**config.mk**
```make
export PLATFORM = sky130hd
export DESIGN_NAME = floor_id_logic
export DESIGN_NICKNAME = d
export VERILOG_FILES = /design/src/rtl/floor_id_logic.sv
export SDC_FILE = /design/constraint.sdc
export NUM_CORES = 1
export LEC_CHECK = 0
export ABC_AREA = 1
export ABC_CLOCK_PERIOD_IN_PS = 1990
export CAP_MARGIN = 40
export CORE_ASPECT_RATIO = 0.75
export CORE_MARGIN = 8
export CORE_UTILIZATION = 39
export CTS_CLUSTER_SIZE = 25
export DETAILED_ROUTE_END_ITERATION = 6
export PLACE_DENSITY = 0.8
export SLEW_MARGIN = 25
export SYNTH_ARGS = -nofsm -noshare
export SYNTH_HDL_FRONTEND = slang
export SYNTH_SLANG_ARGS = --single-unit
```
**constraint.sdc**
```tcl
create_clock -name CLK -period 1.99 [get_ports CLK]
set_input_delay 0.199 -clock CLK [delete_from_list [all_inputs] [get_ports CLK]]
set_output_delay 0.199 -clock CLK [all_outputs]
set_load 0.01 [all_outputs]
```
**src/rtl/floor_id_logic.sv**
```systemverilog
// Occupancy/ID engine for the two-floor parking controller: ID classification, floor-full flags, per-pool counters.
// Optional feature macro FLOOR_ID_ADMIN_EN adds the administrator ID compare and the MODE 2 counter restore.
module floor_id_logic #(
   parameter logic [2:0]  SPEC_CAP_0 = 3'd2,
   parameter logic [2:0]  NORM_CAP_0 = 3'd4,
   parameter logic [2:0]  CAP_1      = 3'd6
`ifdef FLOOR_ID_ADMIN_EN
   ,
   parameter logic [27:0] ADMIN_ID   = 28'h1234567
`endif
) (
   input  logic        CLK,
   input  logic        reset_n,
   input  logic [27:0] ID,
   input  logic        chosen_flr,
   input  logic [1:0]  action_taken,
   input  logic [1:0]  MODE,
   output logic        id_valid,
   output logic        id_special,
   output logic        special_flr_chosen,
   output logic        chosen_flr_full,
   output logic        alternative_flr_full,
   output logic        adminId_valid,
   output logic [2:0]  remain_flr_spec_0,
   output logic [2:0]  remain_flr_norm_0,
   output logic [2:0]  remain_flr_1
);

   logic [6:0] digit_ok;
   logic       admin_match;
   logic       flr0_full;
   logic       flr1_full;
   logic       act_edge;
   logic       tgt_flr;

   logic [1:0] prev_act_reg;
   logic [2:0] spec0_reg, spec0_next;
   logic [2:0] norm0_reg, norm0_next;
   logic [2:0] flr1_reg,  flr1_next;

   generate
      for (genvar gi = 0; gi < 7; gi++) begin : g_digit
         assign digit_ok[gi] = (ID[gi*4 +: 4] <= 4'd9);
      end
   endgenerate

`ifdef FLOOR_ID_ADMIN_EN
   assign admin_match = (ID == ADMIN_ID);
`else
   assign admin_match = 1'b0;
`endif

   assign adminId_valid      = admin_match;
   assign id_valid           = (&digit_ok) && (ID != 28'd0) && !admin_match;
   assign id_special         = id_valid && (ID[27:24] == 4'd9);
   assign special_flr_chosen = (chosen_flr == 1'b0);

   // A special ID may park in either floor-0 pool, so floor 0 is full for it only when both are empty.
   assign flr0_full = id_special ? ((spec0_reg == 3'd0) && (norm0_reg == 3'd0))
                                 : (norm0_reg == 3'd0);
   assign flr1_full = (flr1_reg == 3'd0);

   assign chosen_flr_full      = chosen_flr ? flr1_full : flr0_full;
   assign alternative_flr_full = chosen_flr ? flr0_full : flr1_full;

   // Only the rising edge of a real grant counts; action 3 never touches the counters.
   assign act_edge = (prev_act_reg == 2'd0) && (action_taken == 2'd1 || action_taken == 2'd2);
   assign tgt_flr  = (action_taken == 2'd2) ? chosen_flr : ~chosen_flr;

   always_comb begin
      spec0_next = spec0_reg;
      norm0_next = norm0_reg;
      flr1_next  = flr1_reg;
      if (act_edge) begin
         case (MODE)
            2'd0: begin
               if (tgt_flr) begin
                  if (flr1_reg != 3'd0) flr1_next = flr1_reg - 3'd1;
               end else if (id_special && spec0_reg != 3'd0) begin
                  spec0_next = spec0_reg - 3'd1;
               end else if (norm0_reg != 3'd0) begin
                  norm0_next = norm0_reg - 3'd1;
               end
            end
            2'd1: begin
               if (tgt_flr) begin
                  if (flr1_reg < CAP_1) flr1_next = flr1_reg + 3'd1;
               end else if (id_special && spec0_reg < SPEC_CAP_0) begin
                  spec0_next = spec0_reg + 3'd1;
               end else if (norm0_reg < NORM_CAP_0) begin
                  norm0_next = norm0_reg + 3'd1;
               end
            end
            2'd2: begin
               if (admin_match) begin
                  spec0_next = SPEC_CAP_0;
                  norm0_next = NORM_CAP_0;
                  flr1_next  = CAP_1;
               end
            end
            default: ;
         endcase
      end
   end

   always_ff @(posedge CLK) begin
      if (!reset_n) begin
         prev_act_reg <= 2'd0;
         spec0_reg    <= SPEC_CAP_0;
         norm0_reg    <= NORM_CAP_0;
         flr1_reg     <= CAP_1;
      end else begin
         prev_act_reg <= action_taken;
         spec0_reg    <= spec0_next;
         norm0_reg    <= norm0_next;
         flr1_reg     <= flr1_next;
      end
   end

   assign remain_flr_spec_0 = spec0_reg;
   assign remain_flr_norm_0 = norm0_reg;
   assign remain_flr_1      = flr1_reg;

endmodule

```
# ---- Word-level counts from Yosys, hierarchy flattened
# Cells that the tools add are included.
dict set report word_totals {
  reg_bits 11
}
dict set report op_classes {
  addsub 6
  magnitude_cmp 10
  n_eq_ne 16
  mux 21
  bitwise_logic 1
  reduce_logical 21
}
# cell count
set op_table {}
lappend op_table {{3-bit 2-to-1 mux} 14}
lappend op_table {{4-bit <= comparator (second input constant)} 7}
lappend op_table {{28-bit nonzero test} 1}
lappend op_table {{2-bit != test (second input constant)} 12}
lappend op_table {{3-bit one-hot mux with 2 select lines} 3}
lappend op_table {{6-bit AND reduction} 2}
lappend op_table {{3-bit by 1-bit adder with 3-bit output (second input constant)} 3}
lappend op_table {{3-bit logical NOT} 3}
lappend op_table {{3-bit nonzero test} 3}
lappend op_table {{3-bit by 1-bit subtractor with 3-bit output (second input constant)} 3}
lappend op_table {{8-bit AND reduction} 1}
lappend op_table {{7-bit AND reduction} 1}
lappend op_table {{1-bit logical AND} 6}
lappend op_table {{3-bit less-than comparator (second input constant)} 2}
lappend op_table {{2-bit by 1-bit == test with 1-bit output (second input constant)} 2}
lappend op_table {{4-bit == test (second input constant)} 1}
lappend op_table {{2-bit logical NOT} 2}
lappend op_table {{1-bit 2-to-1 mux} 4}
lappend op_table {{3-bit by 2-bit less-than comparator with 1-bit output (second input constant)} 1}
lappend op_table {{2-bit == test (second input constant)} 1}
lappend op_table {{2-bit nonzero test} 1}
lappend op_table {{1-bit logical OR} 1}
lappend op_table {{1-bit NOT} 1}

# ---- Depth between registers and ports, before layout
# Gate-level depths: netlist of run 1.
dict set report depth {
  word_depth 8
  depth_mapped 12
  depth_no_buf 12
}

# ---- Least setup slack after synthesis of run 1
# Ideal clock, no wire load.
dict set report synth_path {
  path_type {input port to flip-flop}
  startpoint {in action_taken[0]}
  endpoint {reg flr1_reg[2], in the netlist remain_flr_1[2]}
  t_arrival_ps 1323
  path_slack_ps 541
  path_stages 10
  path_buffers 0
  path_cell_list {inv_1 ha_1 nor4_4 inv_2 nor2_1 nand3_1 inv_1 o21ai_1 a21oi_1 o21ai_0}
}
dict set report synth_via {
  elab_chain_len 4
  elab_cells_between_ends 8
  classes_between {eq/ne (4); mux (1); reduce/logical (3)}
}
# element line
set synth_rtl {}
lappend synth_rtl {{start: declaration} 16} ;# input logic [1:0] action_taken,
lappend synth_rtl {{2-bit == test or 2-bit by 1-bit == test with 1-bit output (tied branches)} {67, 68}}
lappend synth_rtl {{1-bit 2-to-1 mux or 1-bit logical OR (tied branches)} {68, 67}}
lappend synth_rtl {{2-bit != test (no source line) or 1-bit logical AND (tied branches)} -}
lappend synth_rtl {{6-bit AND reduction (no source line) *} -}
lappend synth_rtl {{end signal: assignment} 116} ;# flr1_reg <= flr1_next;
lappend synth_rtl {{end: declaration} 39} ;# logic [2:0] flr1_reg, flr1_next;
# Mark *: on every way between the ends. The rest lies on a longest branch, timed or not.
# A chain may end at the register's enable or synchronous reset.

# ---- Worst setup path in the final report of run 1
dict set report layout_path {
  startpoint {in ID[26]}
  endpoint {out id_special}
}
dict set report layout_via {
  elab_chain_len 4
  elab_cells_between_ends 6
  classes_between {order compare (1); eq/ne (1); reduce/logical (4)}
}
# element line
set layout_rtl {}
lappend layout_rtl {{start: declaration} 14} ;# input logic [27:0] ID,
lappend layout_rtl {{4-bit <= comparator} 43} ;# assign digit_ok[gi] = (ID[gi*4 +: 4] <= 4'd9);
lappend layout_rtl {{7-bit AND reduction} 54} ;# assign id_valid = (&digit_ok) && (ID != 28'd0) && !admin_match;
lappend layout_rtl {{1-bit logical AND} 54}
lappend layout_rtl {{1-bit logical AND *} 55} ;# assign id_special = id_valid && (ID[27:24] == 4'd9);
lappend layout_rtl {{end: declaration} 19} ;# output logic id_special,
# Marked as above.

==> tab_implementation.tex, run 1 <==
\begin{tabular}{lr}
\hline
Metric & Value \\
\hline
\multicolumn{2}{l}{\textbf{Place}} \\
Final estimated routing congestion in global placement & 0.852 \\
HPWL after DPL & 2630 um \\
Port Buffer Count & 48 \\
Pre-CTS WS & -0.329 ns \\
Count of placed standard cells including taps & 236 \\
\multicolumn{2}{l}{\textbf{Global route}} \\
Leftover overflow at the end of global routing & 0 \\
GRT Total Usage & 14.6\% \\
Global-route wire length before repair & 5050 um \\
Number of global-route vias before repair & 1104 \\
Number of antenna violations at the first check in global routing & 0 \\
Largest net degree at the start of global routing & 11 \\
\multicolumn{2}{l}{\textbf{Power}} \\
Power density of the placed cells & 410 nW/um2 \\
Total net switching power & 0.000199 W \\
Overall power of the completed layout & 0.000630 W \\
Internal power & 0.000431 W \\
Part of the total power dissipated in the clock network & 26.5\% \\
Combinational share of power & 34.8\% \\
Static Leakage & 0.669 nW \\
Share of total power in sequential cells & 38.7\% \\
Worst-case vdd ir drop & 331 uV \\
Switching part of the total & 31.6\% \\
\multicolumn{2}{l}{\textbf{Yosys}} \\
Post-synth top area cell & sky130\_fd\_sc\_hd\_\_dfxtp\_1 \\
Synthesized instance count & 146 \\
Number of enable-type register cells in the synthesized netlist & 0 \\
Commonest register cell after synthesis & sky130\_fd\_sc\_hd\_\_dfxtp\_1 \\
Area contributors post-synth & sky130\_fd\_sc\_hd\_\_dfxtp\_1 23\%, sky130\_fd\_sc\_hd\_\_nand2\_1 15\%, sky130\_fd\_sc\_hd\_\_nor2\_1 12\% \\
Leading post-synthesis cells by instance count & 37 x sky130\_fd\_sc\_hd\_\_nand2\_1, 30 x sky130\_fd\_sc\_hd\_\_nor2\_1, 13 x sky130\_fd\_sc\_hd\_\_inv\_1 \\
Synthesis Warnings & 0 \\
Synthesis-stage register bit count & 11 \\
Cell with the most instances after synthesis & sky130\_fd\_sc\_hd\_\_nand2\_1 \\
Share of the yosys chip area belonging to registers & 23.5\% \\
Cell area after technology mapping & 937 um2 \\
Average footprint of a synthesized cell & 6.42 um2 \\
Proportion of register bits with asynchronous set or reset after synthesis & 0\% \\
Area share of the largest cell type after synthesis & 23.5\% \\
Synthesized netlist net count & 186 \\
Netlist cell types & 26 \\
\multicolumn{2}{l}{\textbf{Floorplan}} \\
Num rows & 15 \\
Die height & 58.5 um \\
Area of the core & 2290 um2 \\
Overall die width & 72.6 um \\
Total die area & 4240 um2 \\
Top Ports & 50 \\
Starting Density & 40.9\% \\
\multicolumn{2}{l}{\textbf{Clocking}} \\
CTS tree & built \\
H-Tree Level Count & 1 \\
TritonCTS buffer count & 3 \\
Clock root cell & sky130\_fd\_sc\_hd\_\_clkbuf\_4 \\
CTS max path bufs & 2 \\
CTS Sinks & 11 \\
Source-to-sink clock delay at the later pin of the worst-skew pair & 0.28 ns \\
Number of buffers inserted to repair setup after CTS & 0 \\
Clock-pin slew reported for the worst setup and hold paths after clock tree synthesis & 0.08 ns \\
\multicolumn{2}{l}{\textbf{Finish}} \\
Fillers & 229 \\
Final cell count without fillers & 240 \\
Number of nets in the final layout & 247 \\
Area growth from synthesis to layout & 64.1\% \\
Final antenna diode count & 0 \\
Final standard cell utilization of the core & 67.2\% \\
Share of cells above drive strength 1 & 14.6\% \\
\multicolumn{2}{l}{\textbf{Timing}} \\
Count of endpoints failing setup in the final report & 0 \\
Fin Clk Skew & 0.00325 ns \\
Period minus WS final & 1.84 ns \\
Setup Total Neg Slack & 0 ns \\
Setup repair after global routing missed its margin & no \\
Worst setup slack after layout & 0.153 ns \\
FMAX & 544 MHz \\
Number of max-slew violations in the final report & 0 \\
Final cycle utilization of the critical path & 92.3\% \\
Number of hold-slack violations in the final timing report & 0 \\
\multicolumn{2}{l}{\textbf{Detailed routing}} \\
Via count & 1087 \\
DR WL/cell & 12.7 um \\
Vias per std cell & 4.53 \\
Remaining number of nets flagged by the antenna check after routing & 0 \\
Routed wire length & 3040 um \\
DRC violation count after routing & 0 \\
Wire length on met2 & 1540 um \\
Top layer reached by signal wires & met4 \\
Met3 wire len & 214 um \\
First-pass iteration count of the detailed router & 4 \\
Met1 routed wirelength after detailed routing & 1270 um \\
DRC marker count from the first detailed-route iteration & 44 \\
\multicolumn{2}{l}{\textbf{Critical path}} \\
Slowest-stage cell, CP & sky130\_fd\_sc\_hd\_\_clkdlybuf4s50\_1 \\
Type of the worst setup path & input port to output port \\
Highest cell delay on the worst timing path & 0.42 ns \\
Endpoint required time on the critical path & 1.79 ns \\
Endpoint of the worst-slack reg-to-reg timing path & remain\_flr\_1[0]\$\_SDFFE\_PN0P\_ \\
Cell seen most often among critical-path stages & sky130\_fd\_sc\_hd\_\_nor2\_2 \\
Setup crit end & id\_special \\
Crit path launch type & input port \\
Start of the worst register-to-register path & remain\_flr\_1[0]\$\_SDFFE\_PN0P\_ \\
Cell chain of the critical path & clkdlybuf4s50\_1, nor2\_2, nor2\_1, nor2\_2, nand2\_2, nor3b\_4, buf\_4, clkdlybuf4s15\_1 \\
Setup slack of the worst register-to-register path & 0.59 ns \\
Worst Path Max Fanout & 3 \\
Critical Path Start & ID[26] \\
Signal arrival time at the worst endpoint & 1.64 ns \\
Crit path capture type & output port \\
Number of cells traversed by the worst register-to-register path & 7 \\
\multicolumn{2}{l}{\textbf{Status}} \\
Result of the run & finished, final reports clean \\
\multicolumn{2}{l}{\textbf{Hold path}} \\
Worst hold-check path type & input port to register \\
Hold-critical path depth & 3 \\
\multicolumn{2}{l}{\textbf{Flow run}} \\
Max-cap violation count & 0 \\
\hline
\end{tabular}
## kinds of logic (layout without fill, tap and decap cells)
kind of cell    count (synthesis)  count (layout)  synth area share (%)
buf+inv                        17              77                  8.01
fa+ha+maj                       5               5                  9.08
simple gates                   93              93                  47.3
compound gates                 15              15                  8.01
other cells                     1               1                 0.400
xor+xnor                        4               4                  3.74
flops                          11              11                  23.5
## repair_timing
item | in CTS | in global routing
pin swaps | 1 | 2
endpoints found under the setup margin | 4 | 3
resized for setup | 6 | 9
hold buffers | 0 | 0
## final cells by class
| type | count | area [um2] | area share, % |
|---|---|---|---|
| timing repair buffer | 58 | 544 | 35.4 |
| tap | 34 | 42.5 | 2.77 |
| multi-input combinational | 118 | 647 | 42.1 |
| inverter | 15 | 56.3 | 3.66 |
| clock inverter | 1 | 5.00 | 0.325 |
| clock buffer | 3 | 22.5 | 1.46 |
| sequential | 11 | 220 | 14.3 |
## worst min-delay path by stage
stage / from / end / slack (ns)
after global placement: remain_flr_1[0]$_SDFFE_PN0P_ / remain_flr_1[0]$_SDFFE_PN0P_ / 0.51
after detailed placement: remain_flr_1[2]$_SDFFE_PN1P_ / remain_flr_1[2]$_SDFFE_PN1P_ / 0.52
after CTS: action_taken[0] / prev_act_reg[0]$_SDFF_PN0_ / 0.46
after floorplan: action_taken[0] / prev_act_reg[0]$_SDFF_PN0_ / 0.29
after global routing: action_taken[0] / prev_act_reg[0]$_SDFF_PN0_ / 0.51
final: action_taken[0] / prev_act_reg[0]$_SDFF_PN0_ / 0.47
## placed cells by master (no fill, tap or decap), types with 3 or more instances in the layout
cell type	instances
sky130_fd_sc_hd__nor2_1	29
sky130_fd_sc_hd__nor2_2	5
sky130_fd_sc_hd__clkbuf_4	3
sky130_fd_sc_hd__nand2_1	36
sky130_fd_sc_hd__clkdlybuf4s50_1	44
sky130_fd_sc_hd__inv_1	13
sky130_fd_sc_hd__a21oi_1	3
sky130_fd_sc_hd__xnor2_1	3
sky130_fd_sc_hd__o21ai_1	9
sky130_fd_sc_hd__dfxtp_1	11
sky130_fd_sc_hd__nand3_1	9
sky130_fd_sc_hd__buf_4	10
sky130_fd_sc_hd__fa_1	3
sky130_fd_sc_hd__nand4_1	4
sky130_fd_sc_hd__o21ai_0	3
## metal layers
layer,GRT usage [%],vias up
met5,0,-
met4,1.70,0
met3,5.42,2
met2,26.3,28
met1,16.4,474
li1,-,583
## power by group through the flow
stage	registers, W	clock network (W)	logic (W)
after CTS	0.000244	0.000169	0.000220
final	0.000244	0.000167	0.000219
after detailed placement	0.000249	0	0.000219
after global routing	0.000247	0.000175	0.000243
after global placement	0.000249	0	0.000212
after floorplan	0.000251	0	0.0000930
## worst max-delay path: cells and delay by family
kind	cells	cell delay, ns
AND/OR/NAND/NOR	5	0.63
buffers and inverters	3	0.80
## metrics by stage
stage               cell area (um2)  hold WS (ns)
floorplan                       937         0.292
global placement               1520         0.510
detailed placement             1520         0.517
CTS                            1540         0.463
global route                   1540         0.506
finish                         1540         0.466
Power figures use the tool's default switching activity.
==> run 2: changes to the inputs <==
Settings changed: CTS_CLUSTER_SIZE 25 to 8, PLACE_DENSITY 0.8 to default, PLACE_DENSITY_LB_ADDON from default to 0.25.
==> tab_implementation.tex, run 2 (synthesis results as in run 1) <==
\begin{tabular}{lr}
\hline
Metric & Value \\
\hline
\multicolumn{2}{l}{\textbf{Clocking}} \\
TritonCTS buffer count & 3 (unchanged) \\
Hold-fix buffers, CTS & 0 (unchanged) \\
Clock root cell & sky130\_fd\_sc\_hd\_\_clkbuf\_4 (unchanged) \\
CTS tree & built (unchanged) \\
H-Tree Level Count & 1 (unchanged) \\
Clock-pin slew reported for the worst setup and hold paths after clock tree synthesis & 0.06 ns (was 0.08 ns) \\
CTS max path bufs & 2 (unchanged) \\
Number of buffers inserted to repair setup after CTS & 0 (unchanged) \\
CTS Sinks & 11 (unchanged) \\
Source-to-sink clock delay at the later pin of the worst-skew pair & 0.27 ns (was 0.28 ns) \\
\multicolumn{2}{l}{\textbf{Floorplan}} \\
Area of the core & 2290 um2 (unchanged) \\
Starting Density & 40.9\% (unchanged) \\
Overall die width & 72.6 um (unchanged) \\
Die height & 58.5 um (unchanged) \\
Total die area & 4240 um2 (unchanged) \\
Num rows & 15 (unchanged) \\
Top Ports & 50 (unchanged) \\
\multicolumn{2}{l}{\textbf{Power}} \\
Combinational share of power & 35.5\% (was 34.8\%) \\
Power density of the placed cells & 401 nW/um2 (was 410 nW/um2) \\
Worst-case vdd ir drop & 280 uV (was 331 uV) \\
Part of the total power dissipated in the clock network & 24.8\% (was 26.5\%) \\
Switching part of the total & 29.5\% (was 31.6\%) \\
Total net switching power & 0.000181 W (was 0.000199 W) \\
Overall power of the completed layout & 0.000614 W (was 0.000630 W) \\
Share of total power in sequential cells & 39.7\% (was 38.7\%) \\
Internal power & 0.000433 W (was 0.000431 W) \\
Static Leakage & 0.693 nW (was 0.669 nW) \\
\multicolumn{2}{l}{\textbf{Detailed routing}} \\
Top layer reached by signal wires & met4 (unchanged) \\
Vias per std cell & 4.60 (was 4.53) \\
DRC marker count from the first detailed-route iteration & 27 (was 44) \\
Met3 wire len & 259 um (was 214 um) \\
Routed wire length & 2910 um (was 3040 um) \\
First-pass iteration count of the detailed router & 4 (unchanged) \\
Wire length on met2 & 1380 um (was 1540 um) \\
Met1 routed wirelength after detailed routing & 1250 um (was 1270 um) \\
Via count & 1095 (was 1087) \\
DR WL/cell & 12.2 um (was 12.7 um) \\
DRC violation count after routing & 0 (unchanged) \\
Remaining number of nets flagged by the antenna check after routing & 0 (unchanged) \\
\multicolumn{2}{l}{\textbf{Place}} \\
Port Buffer Count & 48 (unchanged) \\
HPWL after DPL & 2490 um (was 2630 um) \\
Final estimated routing congestion in global placement & 0.784 (was 0.852) \\
Pre-CTS WS & -0.308 ns (was -0.329 ns) \\
Standard cell area after detailed placement & 1500 um2 (was 1520 um2) \\
\multicolumn{2}{l}{\textbf{Timing}} \\
Fin Clk Skew & 0.0122 ns (was 0.00325 ns) \\
FMAX & 533 MHz (was 544 MHz) \\
Setup Total Neg Slack & 0 ns (unchanged) \\
Period minus WS final & 1.88 ns (was 1.84 ns) \\
Worst setup slack after layout & 0.114 ns (was 0.153 ns) \\
Count of endpoints failing setup in the final report & 0 (unchanged) \\
Final cycle utilization of the critical path & 94.3\% (was 92.3\%) \\
Number of hold-slack violations in the final timing report & 0 (unchanged) \\
Number of max-slew violations in the final report & 0 (unchanged) \\
\multicolumn{2}{l}{\textbf{Critical path}} \\
Crit path launch type & input port (unchanged) \\
Endpoint required time on the critical path & 1.79 ns (about the same) \\
Type of the worst setup path & input port to output port (unchanged) \\
Signal arrival time at the worst endpoint & 1.68 ns (was 1.64 ns) \\
Delay-heaviest family, CP & buffers and inverters (unchanged) \\
Highest cell delay on the worst timing path & 0.44 ns (was 0.42 ns) \\
Setup slack of the worst register-to-register path & 0.61 ns (was 0.59 ns) \\
Cell chain of the critical path & clkdlybuf4s50\_1, o21ai\_1, nand2\_1, nor2\_2, nand2\_2, nor3b\_4, buf\_4, dlygate4sd2\_1 (was clkdlybuf4s50\_1, nor2\_2, nor2\_1, nor2\_2, nand2\_2, nor3b\_4, buf\_4, clkdlybuf4s15\_1) \\
Sum of buffers and inverters on the critical path & 3 (unchanged) \\
Crit path capture type & output port (unchanged) \\
Worst Path Max Fanout & 3 (unchanged) \\
Slowest-stage cell, CP & sky130\_fd\_sc\_hd\_\_clkdlybuf4s50\_1 (unchanged) \\
\multicolumn{2}{l}{\textbf{Status}} \\
Result of the run & finished, final reports clean (unchanged) \\
\multicolumn{2}{l}{\textbf{Global route}} \\
Global-route wire length before repair & 4720 um (was 5050 um) \\
Leftover overflow at the end of global routing & 0 (unchanged) \\
GRT Total Usage & 13.7\% (was 14.6\%) \\
Number of antenna violations at the first check in global routing & 0 (unchanged) \\
Number of global-route vias before repair & 1120 (was 1104) \\
Largest net degree at the start of global routing & 11 (unchanged) \\
\multicolumn{2}{l}{\textbf{Finish}} \\
Commonest non-fill, non-tap cells in the layout & 42 x sky130\_fd\_sc\_hd\_\_clkdlybuf4s50\_1, 35 x sky130\_fd\_sc\_hd\_\_nand2\_1, 29 x sky130\_fd\_sc\_hd\_\_nor2\_1 (was 44 x sky130\_fd\_sc\_hd\_\_clkdlybuf4s50\_1, 36 x sky130\_fd\_sc\_hd\_\_nand2\_1, 29 x sky130\_fd\_sc\_hd\_\_nor2\_1) \\
Register Area & 220 um2 (unchanged) \\
Fillers & 215 (was 229) \\
Share of cells above drive strength 1 & 13.7\% (was 14.6\%) \\
Final antenna diode count & 0 (unchanged) \\
Multi-input gate area & 649 um2 (was 647 um2) \\
Number of nets in the final layout & 245 (was 247) \\
Post-route cell area & 1530 um2 (was 1540 um2) \\
Area growth from synthesis to layout & 63.4\% (was 64.1\%) \\
Most common cell after layout, fill and taps aside & sky130\_fd\_sc\_hd\_\_clkdlybuf4s50\_1 (unchanged) \\
\multicolumn{2}{l}{\textbf{Hold path}} \\
Worst hold-check path type & input port to register (unchanged) \\
\multicolumn{2}{l}{\textbf{Flow run}} \\
Max-cap violation count & 0 (unchanged) \\
\hline
\end{tabular}
[run 2: cell types whose count changed in the layout (fill, tap and decap cells not counted), sizes merged]
cell,previous run,this run
clkdlybuf4s15,1,0
buf,12,10
clkinv,1,0
dlymetal6s2s,0,3
clkdlybuf4s50,44,42
clkbuf,3,4
[run 2: worst reg2reg max path, delay by kind of cell (launching register included)]
family,cells,cell delay [ns]
AO/OA/AOI/OAI,3,0.30
buffers and inverters,2,0.16
flip-flops,1,0.32
AND/OR/NAND/NOR,3,0.49
[run 2: repair_timing]
| item | in CTS | in global routing |
|---|---|---|
| endpoints found under the hold margin | 0 | 0 |
| resized for setup | 8 | 9 |
| endpoints found under the setup margin | 3 | 4 |
| pin swaps | 0 | 11 |
[run 2: worst paths after layout]
kind | endpoint | from | cells past startpoint
hold reg to reg | remain_flr_spec_0[2]$_SDFFE_PN0P_ | remain_flr_spec_0[2]$_SDFFE_PN0P_ | 2
setup / recovery | id_special | ID[5] | 8
hold / removal | prev_act_reg[0]$_SDFF_PN0_ | action_taken[0] | 3
setup reg to reg | remain_flr_1[2]$_SDFFE_PN1P_ | prev_act_reg[1]$_SDFF_PN0_ | 8
[run 2: per-layer routing]
layer,GRT usage [%],up-vias
li1,-,580
met1,14.7,470
met2,23.4,41
met3,5.76,4
met4,5.40,0
met5,0,-
[run 2: power groups by stage]
| stage | Clock, W | Sequential, W | Combinational (W) |
|---|---|---|---|
| after floorplan | 0 | 0.000251 | 0.0000930 |
| after global placement | 0 | 0.000249 | 0.000211 |
| after detailed placement | 0 | 0.000249 | 0.000220 |
| after CTS | 0.000157 | 0.000244 | 0.000220 |
| after global routing | 0.000171 | 0.000246 | 0.000241 |
| final | 0.000152 | 0.000244 | 0.000218 |
[run 2: final cells by class]
class	count	area share (%)
clock buffers	4	1.72
inverters	15	3.68
multi-input cells	118	42.4
flip-flops and latches	11	14.4
well taps	34	2.78
repair buffers	56	35.0
[run 2: through the flow]
stage | cells | hold WS (ns) | util [%]
3_3_place_gp | 234 | 0.494 | 65.6
6_report | 238 | 0.492 | 66.9
4_1_cts | 238 | 0.489 | 66.8
5_1_grt | 238 | 0.501 | 66.9
2_1_floorplan | 146 | 0.292 | -
3_5_place_dp | 234 | 0.513 | 65.6
